===== config.mk =====
export PLATFORM = sky130hd
export DESIGN_NAME = axi_rx_buffer
export DESIGN_NICKNAME = d
export VERILOG_FILES = /design/src/rtl/axi_pkg.sv /design/src/rtl/sync_fifo_fwft.sv /design/src/rtl/axi_rx_buffer.sv
export SDC_FILE = /design/constraint.sdc
export NUM_CORES = 1
export LEC_CHECK = 0
export ABC_AREA = 1
export CAP_MARGIN = 25
export CELL_PAD_IN_SITES_DETAIL_PLACEMENT = 0
export CELL_PAD_IN_SITES_GLOBAL_PLACEMENT = 2
export CORE_MARGIN = 2
export CORE_UTILIZATION = 39
export DETAILED_ROUTE_END_ITERATION = 8
export PLACE_DENSITY = 0.9
export SKIP_LAST_GASP = 1
export SYNTH_ARGS = -nofsm -noshare
export SYNTH_HDL_FRONTEND = slang
export SYNTH_SLANG_ARGS = --single-unit

===== constraint.sdc =====
create_clock -name clk_i -period 6.5 [get_ports clk_i]
set_clock_uncertainty 0.05 [all_clocks]
set_input_delay 1.625 -clock clk_i [delete_from_list [all_inputs] [get_ports clk_i]]
set_output_delay 1.625 -clock clk_i [all_outputs]
set_load 0.02 [all_outputs]

===== src/rtl/axi_pkg.sv =====
// Shared types and helpers for the AXI receive buffer.
package axi_pkg;

    localparam int AXI_DATA_W = 32;

    typedef enum logic {
        S_RDY,
        S_GUARD
    } rx_state_e;

    function automatic int cnt_width(input int depth);
        return $clog2(depth) + 1;
    endfunction

endpackage


===== src/rtl/sync_fifo_fwft.sv =====
// First-word-fall-through FIFO with a separate occupancy count.
module sync_fifo_fwft
    import axi_pkg::*;
#(
    parameter int DATA_W = AXI_DATA_W,
    parameter int DEPTH  = 4
) (
    input  logic                        clk_i,
    input  logic                        reset_i,
    input  logic                        wr_en_i,
    input  logic [DATA_W-1:0]           wr_data_i,
    input  logic                        rd_en_i,
    output logic [DATA_W-1:0]           data_o,
    output logic                        empty_o,
    output logic                        full_o,
    output logic [cnt_width(DEPTH)-1:0] count_o
);

    localparam int PW = $clog2(DEPTH);
    localparam int CW = cnt_width(DEPTH);

    logic [DATA_W-1:0] mem_q [DEPTH];
    logic [PW-1:0]     wr_ptr_q, wr_ptr_d;
    logic [PW-1:0]     rd_ptr_q, rd_ptr_d;
    logic [CW-1:0]     count_q, count_d;
    logic              do_wr, do_rd;

    assign empty_o = (count_q == '0);
    assign full_o  = (count_q == CW'(DEPTH));
    assign count_o = count_q;
    assign do_wr   = wr_en_i && !full_o;
    assign do_rd   = rd_en_i && !empty_o;
    // Stale storage must never leak out while empty.
    assign data_o  = empty_o ? '0 : mem_q[rd_ptr_q];

    always_comb begin
        wr_ptr_d = do_wr ? wr_ptr_q + PW'(1) : wr_ptr_q;
        rd_ptr_d = do_rd ? rd_ptr_q + PW'(1) : rd_ptr_q;
        unique case ({do_wr, do_rd})
            2'b10:   count_d = count_q + CW'(1);
            2'b01:   count_d = count_q - CW'(1);
            default: count_d = count_q;
        endcase
    end

    always_ff @(posedge clk_i) begin
        if (reset_i) begin
            wr_ptr_q <= '0;
            rd_ptr_q <= '0;
            count_q  <= '0;
        end else begin
            wr_ptr_q <= wr_ptr_d;
            rd_ptr_q <= rd_ptr_d;
            count_q  <= count_d;
        end
    end

    always_ff @(posedge clk_i) begin
        if (do_wr) begin
            mem_q[wr_ptr_q] <= wr_data_i;
        end
    end

endmodule


===== src/rtl/axi_rx_buffer.sv =====
// Receive buffer with post-accept guard cycles in front of a FWFT FIFO.
// Optional stall counter enabled by defining AXI_RX_DROP_CNT_EN.
module axi_rx_buffer
    import axi_pkg::*;
#(
    parameter int DATA_W       = AXI_DATA_W,
    parameter int DEPTH        = 4,
    parameter int GUARD_CYCLES = 1
) (
    input  logic                        clk_i,
    input  logic                        reset_i,
    input  logic                        valid_i,
    input  logic [DATA_W-1:0]           message_i,
    output logic                        ready_o,
    input  logic                        pop_i,
    output logic [DATA_W-1:0]           data_o,
    output logic                        empty_o,
    output logic                        full_o,
`ifdef AXI_RX_DROP_CNT_EN
    input  logic                        drop_clr_i,
    output logic [15:0]                 drop_cnt_o,
`endif
    output logic [cnt_width(DEPTH)-1:0] count_o
);

    rx_state_e  state_q;
    logic [1:0] guard_q;
    logic       accept;

    assign ready_o = (state_q == S_RDY) && !full_o && !reset_i;
    assign accept  = valid_i && ready_o;

    always_ff @(posedge clk_i) begin
        if (reset_i) begin
            state_q <= S_RDY;
            guard_q <= '0;
        end else begin
            unique case (state_q)
                S_RDY: begin
                    if (accept && GUARD_CYCLES > 0) begin
                        state_q <= S_GUARD;
                        guard_q <= 2'(GUARD_CYCLES - 1);
                    end
                end
                S_GUARD: begin
                    // Swallows the master's late valid after an accept.
                    if (guard_q == '0) begin
                        state_q <= S_RDY;
                    end else begin
                        guard_q <= guard_q - 2'd1;
                    end
                end
                default: state_q <= S_RDY;
            endcase
        end
    end

`ifdef AXI_RX_DROP_CNT_EN
    logic [15:0] drop_q;
    logic        stall;

    assign stall      = valid_i && !ready_o && (state_q == S_RDY);
    assign drop_cnt_o = drop_q;

    always_ff @(posedge clk_i) begin
        if (reset_i || drop_clr_i) begin
            drop_q <= '0;
        end else if (stall && drop_q != 16'hFFFF) begin
            drop_q <= drop_q + 16'd1;
        end
    end
`endif

    sync_fifo_fwft #(
        .DATA_W (DATA_W),
        .DEPTH  (DEPTH)
    ) u_fifo (
        .clk_i     (clk_i),
        .reset_i   (reset_i),
        .wr_en_i   (accept),
        .wr_data_i (message_i),
        .rd_en_i   (pop_i),
        .data_o    (data_o),
        .empty_o   (empty_o),
        .full_o    (full_o),
        .count_o   (count_o)
    );

endmodule


**After elaboration in Yosys (flattened, before gate mapping)**

Memory sizes are Yosys's and may differ from the RTL's. A register that Yosys moved wholly into a read port is not among the register bits.
Index checks and enable logic that the tools add are counted.

- RAM bits: 128
- Logic and storage cells: 41
- Memories kept: 1
- Output and inout bits: 38
- Bits of input ports: 36
- Register bits: 10

Memories:

| name | words | bits a word | read ports | clocked after memory_dff | write ports | line | RTL |
|---|---|---|---|---|---|---|---|
| u_fifo.mem_q | 4 | 32 | 1 | 1 | 1 | sync_fifo_fwft.sv:22 | `logic [DATA_W-1:0] mem_q [DEPTH];` |

- Multiplexer cells: 12
- Reduce and logical (&&, ||, !) cells: 12
- Eq/ne operators: 5
- Bitwise operators: 1
- Add/sub/neg operators: 5

Operators by type and width:

| cell | count |
|---|---|
| 32-bit two-way mux | 1 |
| 2-bit two-way mux | 4 |
| 3-bit one-hot mux with 2 select lines | 1 |
| 1-bit logical AND | 5 |
| 2-bit by 1-bit adder with 2-bit output, second input constant | 2 |
| 1-bit two-way mux | 4 |
| 2-bit one-hot mux with 2 select lines | 1 |
| 3-bit by 1-bit adder with 3-bit output, second input constant | 1 |
| 3-bit equality test, second input constant | 1 |
| 1-bit zero test | 3 |
| 3-bit zero test | 1 |
| 3-bit by 1-bit subtractor with 3-bit output, second input constant | 1 |
| 2-bit by 1-bit equality test with 1-bit output, second input constant | 1 |
| 2-bit equality test, second input constant | 1 |
| 2-bit zero test | 1 |
| 2-bit by 1-bit != test with 1-bit output, second input constant | 1 |
| 2-bit != test, second input constant | 1 |
| 1-bit one-hot mux with 2 select lines | 1 |
| 2-bit AND reduction | 1 |
| 2-bit nonzero test | 1 |
| 2-bit by 1-bit subtractor with 2-bit output, second input constant | 1 |
| 1-bit NOT | 1 |

**Longest topological paths before layout**

Gate-level depths: netlist (run 1).

- Depth in word-level cells: 8
- Depth in mapped cells: 12
- Depth with buffers taken out: 12

**Hierarchy**

A second synthesis (run 1) with hierarchy kept.

- Cell total of the unflattened synthesis: 470
- Area, all modules: 5,672.9 um2

Modules (own cells, without submodules):

| module | instances | cells each | sequential area each (um2) | area an instance (um2) |
|---|---|---|---|---|
| sync_fifo_fwft | 1 | 447 | 4,023.9 | 5,489.0 |
| axi_rx_buffer | 1 | 23 | 60.1 | 183.9 |

**Worst setup path before layout (run 1)**

No wires, ideal clock.

- Path type: input -> register
- Start point: input port reset_i
- End point: memory u_fifo.mem_q[0][0] in the netlist's numbering, enable pin
- Arrival: 3.371 ns
- Required time: 6.029 ns
- Path slack: 2.658 ns
- Setup time: 0.421 ns
- Buffers on the path: 1
- Stages on the path: 4
- Cells stage by stage: nor2_1 -> nand3_1 -> buf_4 -> nor2_1

- Word-level cells in the longest chain between the ends: 6

Ends and longest elaborated chain:

| item | line | RTL |
|---|---|---|
| from (decl) | axi_rx_buffer.sv:11 | `input logic reset_i,` |
| 1-bit zero test | axi_rx_buffer.sv:30 | `assign ready_o = (state_q == S_RDY) && !full_o && !reset_i;` |
| 1-bit logical AND | axi_rx_buffer.sv:30 |  |
| 1-bit logical AND | axi_rx_buffer.sv:31 | `assign accept = valid_i && ready_o;` |
| 1-bit logical AND | sync_fifo_fwft.sv:31 | `assign do_wr = wr_en_i && !full_o;` |
| 1-bit two-way mux | sync_fifo_fwft.sv:59 | `if (do_wr) begin` |
| 1-bit two-way mux (not written as such) | sync_fifo_fwft.sv:60 | `mem_q[wr_ptr_q] <= wr_data_i;` |
| to (decl) | sync_fifo_fwft.sv:22 |  |

Every way passes these cells.

==> flow_metrics.py, run 1 <==
metrics = {
    "final_layout": {
        "final_cell_mix": "136 x nor2_1, 128 x edfxtp_1, 73 x clkdlybuf4s50_1",
        "seqCellArea_sq_um": 4090,
        "finalCoreUtilization_pct": 51.4,
        "multi_input_area_sq_um": 1290,
        "fin_nets": 584,
        "final_common_cell": "nor2_1",
        "final_cells": 734,
        "syn2layout_area_growth_pct": 28.2,
        "drive_gt1_share_pct": 8.30,
        "n_fill_cell": 1191,
        "n_antenna_cell": 0,
    },
    "pwr": {
        "p_per_area_nw_per_um2": 421,
        "p_int_uw": 2040,
        "sw_frac_of_total_pct": 32.3,
        "combinationalPowerShare_pct": 33.0,
        "total_power_uw": 3020,
        "power_frac_clock_pct": 31.6,
        "ir_drop_v": 0.000205,
        "seq_power_share_pct": 35.4,
        "leakagePower_uw": 0.00250,
        "p_switching_uw": 975,
    },
    "placed_design": {
        "place_ws_ns": 1.90,
        "place_inst": 701,
        "gp_congestion": 0.694,
        "hpwl_um": 6320,
        "io_buffer_count": 73,
    },
    "cts": {
        "cts_buffers": 17,
        "post_cts_buffers": 0,
        "clk_pin_slew_ns": 0.06,
        "h-tree-depth": 4,
        "cts_tree": "done",
        "clkLatencyLatePin_ns": 0.40,
        "cts_sinks": 140,
        "clockBufferDepth": 2,
        "root_buffer": "clkbuf_16",
        "hold_buffers": 0,
        "ctsResizeCount": 0,
    },
    "synth": {
        "ys_seq_area_share_pct": 73.1,
        "ys_warn_count": 0,
        "synthDistinctLibCells": 19,
        "synth_nets": 508,
        "synth_seq_cells": 140,
        "synthCells": 465,
        "avgSynthCellArea_sq_um": 12.0,
        "synthesis.area_sq_um": 5590,
    },
    "drt": {
        "totalWireLength_um": 11200,
        "routedWlPerCell_um": 15.3,
        "drtIter0Drc": 239,
        "drc_errors": 0,
        "ant_nets": 0,
        "firstDrtPassIters": 4,
        "routed_via_density": 4.86,
        "dr_total_vias": 3567,
    },
    "floorplan": {
        "initial_core_util_pct": 40.1,
        "io_pins": 74,
        "dieArea_sq_um": 15300,
        "die_y_um": 124,
        "die_w_um": 124,
        "num_rows": 43,
        "coreArea_sq_um": 13900,
    },
    "setup_path": {
        "path_cells": "inv_1 > buf_4 > nor2_1 > o21ai_0 > a21oi_1 > clkdlybuf4s50_1",
        "worst-path-stages": 6,
        "critPathSlowestCell": "dfxtp_2",
        "worst_setup_path_end_kind": "output pin",
        "crit_type": "reg -> out",
        "worst_r2r_endpoint": "u_fifo.mem_q[1][26]$_DFFE_PP_",
        "cpPeakStageDelay_ns": 0.84,
        "r2r_setup_slack_ns": 4.04,
        "start_kind": "register",
        "crit_fanout": 33,
        "critical_path.top_delay_family": "buffers and inverters",
        "timing.rr.start": "u_fifo.count_o[1]$_SDFFE_PP0P_",
        "critPathRequiredTime_ns": 4.83,
        "crit_buf_inv": 3,
        "reg2reg_depth": 5,
        "cp.arrival_ns": 3.14,
    },
    "global_route": {
        "overflow": 0,
        "grt_usage_pct": 15.2,
        "grt_pass1_wl_um": 17000,
        "grt_pass1_vias": 3348,
        "antenna_found_initial": 0,
        "grt_max_degree": 65,
    },
    "timing": {
        "rsz0062_at_grt": "false",
        "tightestPinTransition_ns": 0.793,
        "max_freq_mhz": 208,
        "finalCritPeriodShare_pct": 74.1,
        "setup_ws_ns": 1.68,
        "relSlewSlack_pct": 47.2,
        "finalMaxSlewViolations": 0,
        "setup_violations": 0,
        "post-route-min-period_ns": 4.82,
        "setup_tns_ns": 0,
        "finalHoldViolCount": 0,
    },
    "flow_run": {
        "maxCapViolCount": 0,
    },
    "hold_path": {
        "hold_depth": 2,
        "hold_path.class": "reg -> reg",
        "hold_start": "u_fifo.rd_ptr_q[1]$_SDFFE_PP0P_",
    },
    "status": {
        "status": "complete, no violations",
    },
}
## state kept, by name, summed over array words and instances, names as in the netlist, named ones only
register	count
state_q	1
u_fifo.rd_ptr_q	2
u_fifo.mem_q	128
u_fifo.wr_ptr_q	2
u_fifo.count_o	3
guard_q	2
## power by group through the flow
stage               combinational, uW  sequential (uW)  clock, uW
floorplan                         588             1080          0
detailed placement                995             1090          0
global placement                  980             1080          0
global route                     1090             1070       1000
finish                            996             1070        953
CTS                              1000             1070        968
## layer usage
| layer | up-vias | track usage (%) | wire [um] |
|---|---|---|---|
| met2 | 92 | 25.6 | 5860 |
| met1 | 1693 | 18.7 | 4760 |
| met5 | - | 0 | 0 |
| met3 | 12 | 3.57 | 463 |
| li1 | 1770 | - | - |
| met4 | 0 | 6.39 | 141 |
## worst reg2reg max path, stage by stage, from the launching register on
cell and delay [ns]:
dfxtp_1 0.38, nor2_1 0.07, nand2_1 0.11, nand3_1 0.54, nor2_4 0.77, buf_16 0.24
## kinds of logic after synthesis
logic type / count (synthesis) / share of synthesized area [%]
buf+inv: 48 / 4.41
fa+ha+maj: 7 / 1.70
xor+xnor: 1 / 0.157
flops: 140 / 73.1
simple gates: 159 / 10.8
compound gates: 110 / 9.85
## metrics by stage
step / area (sq um) / hold slack (ns)
after floorplan: 5590 / 0.414
after global placement: 6440 / 0.431
after detailed placement: 6540 / 0.432
after CTS: 7140 / 0.439
after global routing: 7160 / 0.461
final: 7160 / 0.439
## layout make-up
| cell class | instances | share of cell area [%] |
|---|---|---|
| Sequential cell | 140 | 57.1 |
| Multi-Input combinational cell | 277 | 18.0 |
| Timing Repair Buffer | 81 | 12.2 |
| Clock buffer | 18 | 5.99 |
| Tap cell | 180 | 3.14 |
| Clock inverter | 14 | 2.36 |
| Inverter | 24 | 1.26 |
## cells in the mapped netlist
| library cell | instances | share of area [%] |
|---|---|---|
| nor2_1 | 140 | 9.4 |
| edfxtp_1 | 128 | 69 |
| a21oi_1 | 41 | 3.7 |
| o21ai_1 | 38 | 3.4 |
| o21ai_0 | 31 | 2.8 |
| inv_1 | 23 | 1.5 |
| nand2_1 | 15 | 1.0 |
| dfxtp_1 | 12 | 4.3 |
| buf_2 | 8 | 0.72 |
| buf_6 | 7 | 1.4 |
| clkbuf_1 | 7 | 0.47 |
| ha_1 | 6 | 1.3 |
| nand3_1 | 3 | 0.27 |
| buf_1 | 1 | 0.067 |
| buf_4 | 1 | 0.13 |
| fa_1 | 1 | 0.36 |
| inv_2 | 1 | 0.067 |
| nor3_1 | 1 | 0.089 |
| xor2_1 | 1 | 0.16 |
## worst max-delay path by stage
stage | from | end
CTS | register | data_o[21]
global placement | reset_i | ready_o
detailed placement | reset_i | ready_o
global route | register | data_o[21]
floorplan | reset_i | u_fifo.mem_q[0][0]$_DFFE_PP_
finish | register | data_o[21]
(Power assumes the default switching activity.)
==> run 2, diff against run 1 <==
- CORE_UTILIZATION: 39 -> 33
- PLACE_DENSITY: 0.9 -> 0.82
- clock period: 6.5 -> 4.21 ns (I/O delays scaled with it)
==> run 2 against run 1 <==
Routed wire length grew 7.1%. Count of clock-buffer cells in the layout is 1 lower. Via count increased by 2.3%. Critical path depth did not move. Sequential power up 55%. Critical path type unchanged. Critical endpoint is now data_o[22]. Largest cell class unchanged.
==> flow_metrics.py, run 2 (synthesis results as in run 1) <==
metrics = {
    "hold_path": {
        "hold_depth": 2,
        "hold_start": "u_fifo.rd_ptr_q[1]$_SDFFE_PP0P_",
        "hold_path.class": "reg -> reg",
    },
    "cts": {
        "clk_pin_slew_ns": 0.06,
        "cts_sinks": 140,
        "root_buffer": "clkbuf_16",
        "h-tree-depth": 4,
        "ctsResizeCount": 0,
        "clkLatencyLatePin_ns": 0.41,
        "hold_buffers": 0,
        "clockBufferDepth": 2,
        "post_cts_buffers": 0,
        "cts_buffers": 17,
        "cts_tree": "done",
    },
    "setup_path": {
        "worst_r2r_endpoint": "u_fifo.count_o[2]$_SDFFE_PP0P_",
        "critPathSlowestCell": "clkdlybuf4s50_1",
        "crit_fanout": 16,
        "crit_buf_inv": 3,
        "cp.arrival_ns": 2.74,
        "critPathRequiredTime_ns": 3.11,
        "path_cells": "nor2_1 > nand2_1 > clkinv_1 > buf_4 > a21oi_1 > clkdlybuf4s50_1",
        "cpPeakStageDelay_ns": 0.65,
        "worst_setup_path_end_kind": "output pin",
        "start_kind": "register",
        "crit_type": "reg -> out",
        "reg2reg_depth": 11,
        "critical_path.top_delay_family": "buffers and inverters",
        "worst-path-stages": 6,
        "timing.rr.start": "u_fifo.count_o[1]$_SDFFE_PP0P_",
        "r2r_setup_slack_ns": 2.07,
    },
    "pwr": {
        "total_power_uw": 4730,
        "p_per_area_nw_per_um2": 656,
        "leakagePower_uw": 0.00250,
        "ir_drop_v": 0.000302,
    },
    "drt": {
        "totalWireLength_um": 12000,
        "routedWlPerCell_um": 15.4,
        "routed_via_density": 4.66,
        "drc_errors": 0,
        "drtIter0Drc": 216,
        "dr_total_vias": 3648,
        "firstDrtPassIters": 5,
        "ant_nets": 0,
    },
    "flow_run": {
        "maxCapViolCount": 0,
    },
    "placed_design": {
        "io_buffer_count": 73,
        "place_area_sq_um": 6600,
        "hpwl_um": 7320,
        "gp_congestion": 0.730,
    },
    "global_route": {
        "grt_use_met3_pct": 3.97,
        "grtUsageMet1_pct": 17.4,
        "antenna_found_initial": 0,
        "grt_pass1_vias": 3768,
        "use_met2_pct": 24.3,
        "grt_usage_pct": 14.4,
        "grt-busiest-layer": "met2",
        "grt_pass1_wl_um": 19400,
        "grt_max_degree": 39,
        "overflow": 0,
    },
    "timing": {
        "finalMaxSlewViolations": 0,
        "post-route-min-period_ns": 3.84,
        "setup_tns_ns": 0,
        "rsz0062_at_grt": "false",
        "finalHoldViolCount": 0,
        "relSlewSlack_pct": 57.8,
        "tightestPinTransition_ns": 0.629,
        "setup_violations": 0,
        "max_freq_mhz": 260,
        "finalCritPeriodShare_pct": 91.3,
    },
    "final_layout": {
        "fin_nets": 592,
        "final_cell_mix": "136 x nor2_1, 128 x edfxtp_1, 73 x clkdlybuf4s50_1",
        "n_antenna_cell": 0,
        "drive_gt1_share_pct": 8.90,
        "seqCellArea_sq_um": 4090,
        "n_fill_cell": 1523,
        "final_area_sq_um": 7210,
        "largest_register_ffs": 128,
        "final_common_cell": "nor2_1",
        "multi_input_area_sq_um": 1290,
        "regMostFlops": "u_fifo.mem_q",
        "syn2layout_area_growth_pct": 29.0,
    },
    "floorplan": {
        "die_y_um": 134,
        "coreArea_sq_um": 16600,
        "initial_core_util_pct": 33.7,
        "num_rows": 47,
        "io_pins": 74,
        "die_w_um": 134,
        "dieArea_sq_um": 18000,
    },
    "status": {
        "status": "complete, no violations",
    },
}
-- run 2: cell types whose count changed in the layout (fill, tap and decap cells not counted), sizes merged --
cell,before,now
inv,26,23
bufinv,3,4
clkbuf,18,17
clkinvlp,2,4
clkinv,7,8
buf,8,16
-- run 2: worst max path at each step --
stage,start,end,slack [ns]
2_1_floorplan,reset_i,u_fifo.mem_q[0][0]$_DFFE_PP_,0.94
3_3_place_gp,reset_i,ready_o,0.70
3_5_place_dp,reset_i,ready_o,0.68
4_1_cts,u_fifo.count_o[1]$_SDFFE_PP0P_,data_o[22],0.26
5_1_grt,u_fifo.count_o[1]$_SDFFE_PP0P_,data_o[22],0.23
6_report,u_fifo.count_o[1]$_SDFFE_PP0P_,data_o[22],0.37
-- run 2: metal layers --
metal  up-vias  part of all wire (%)
met2        81                    49
met1      1764                    45
met3        20                   4.2
met5         -                     0
li1       1783                     -
met4         0                   2.0
-- run 2: cell type report --
class / instances / share of cell area (%)
Timing Repair Buffer: 89 / 12.0
Sequential cell: 140 / 56.7
Inverter: 24 / 1.25
Clock inverter: 15 / 2.48
Tap cell: 220 / 3.82
Clock buffer: 17 / 5.90
Multi-Input combinational cell: 277 / 17.9
-- run 2: worst min-delay path, stage by stage, from the launching register on --
cell,delay [ns]
dfxtp_1,0.31
nand2_1,0.06
a21oi_1,0.07
-- run 2: power by group --
part           internal (uW)  switching, uW  leakage, uW
Sequential              1600           63.1      0.00126
Clock                    976            531     0.000282
Combinational            630            930     0.000960
-- run 2: per-stage QoR --
step                      utilization, %  setup slack [ns]  instances  hold WS (ns)
after floorplan                        -             0.940        465         0.414
after global placement              39.8             0.701        750         0.435
after detailed placement            39.8             0.677        750         0.437
after CTS                           43.5             0.257        782         0.449
after global routing                43.5             0.234        782         0.464
final                               43.5             0.368        782         0.444
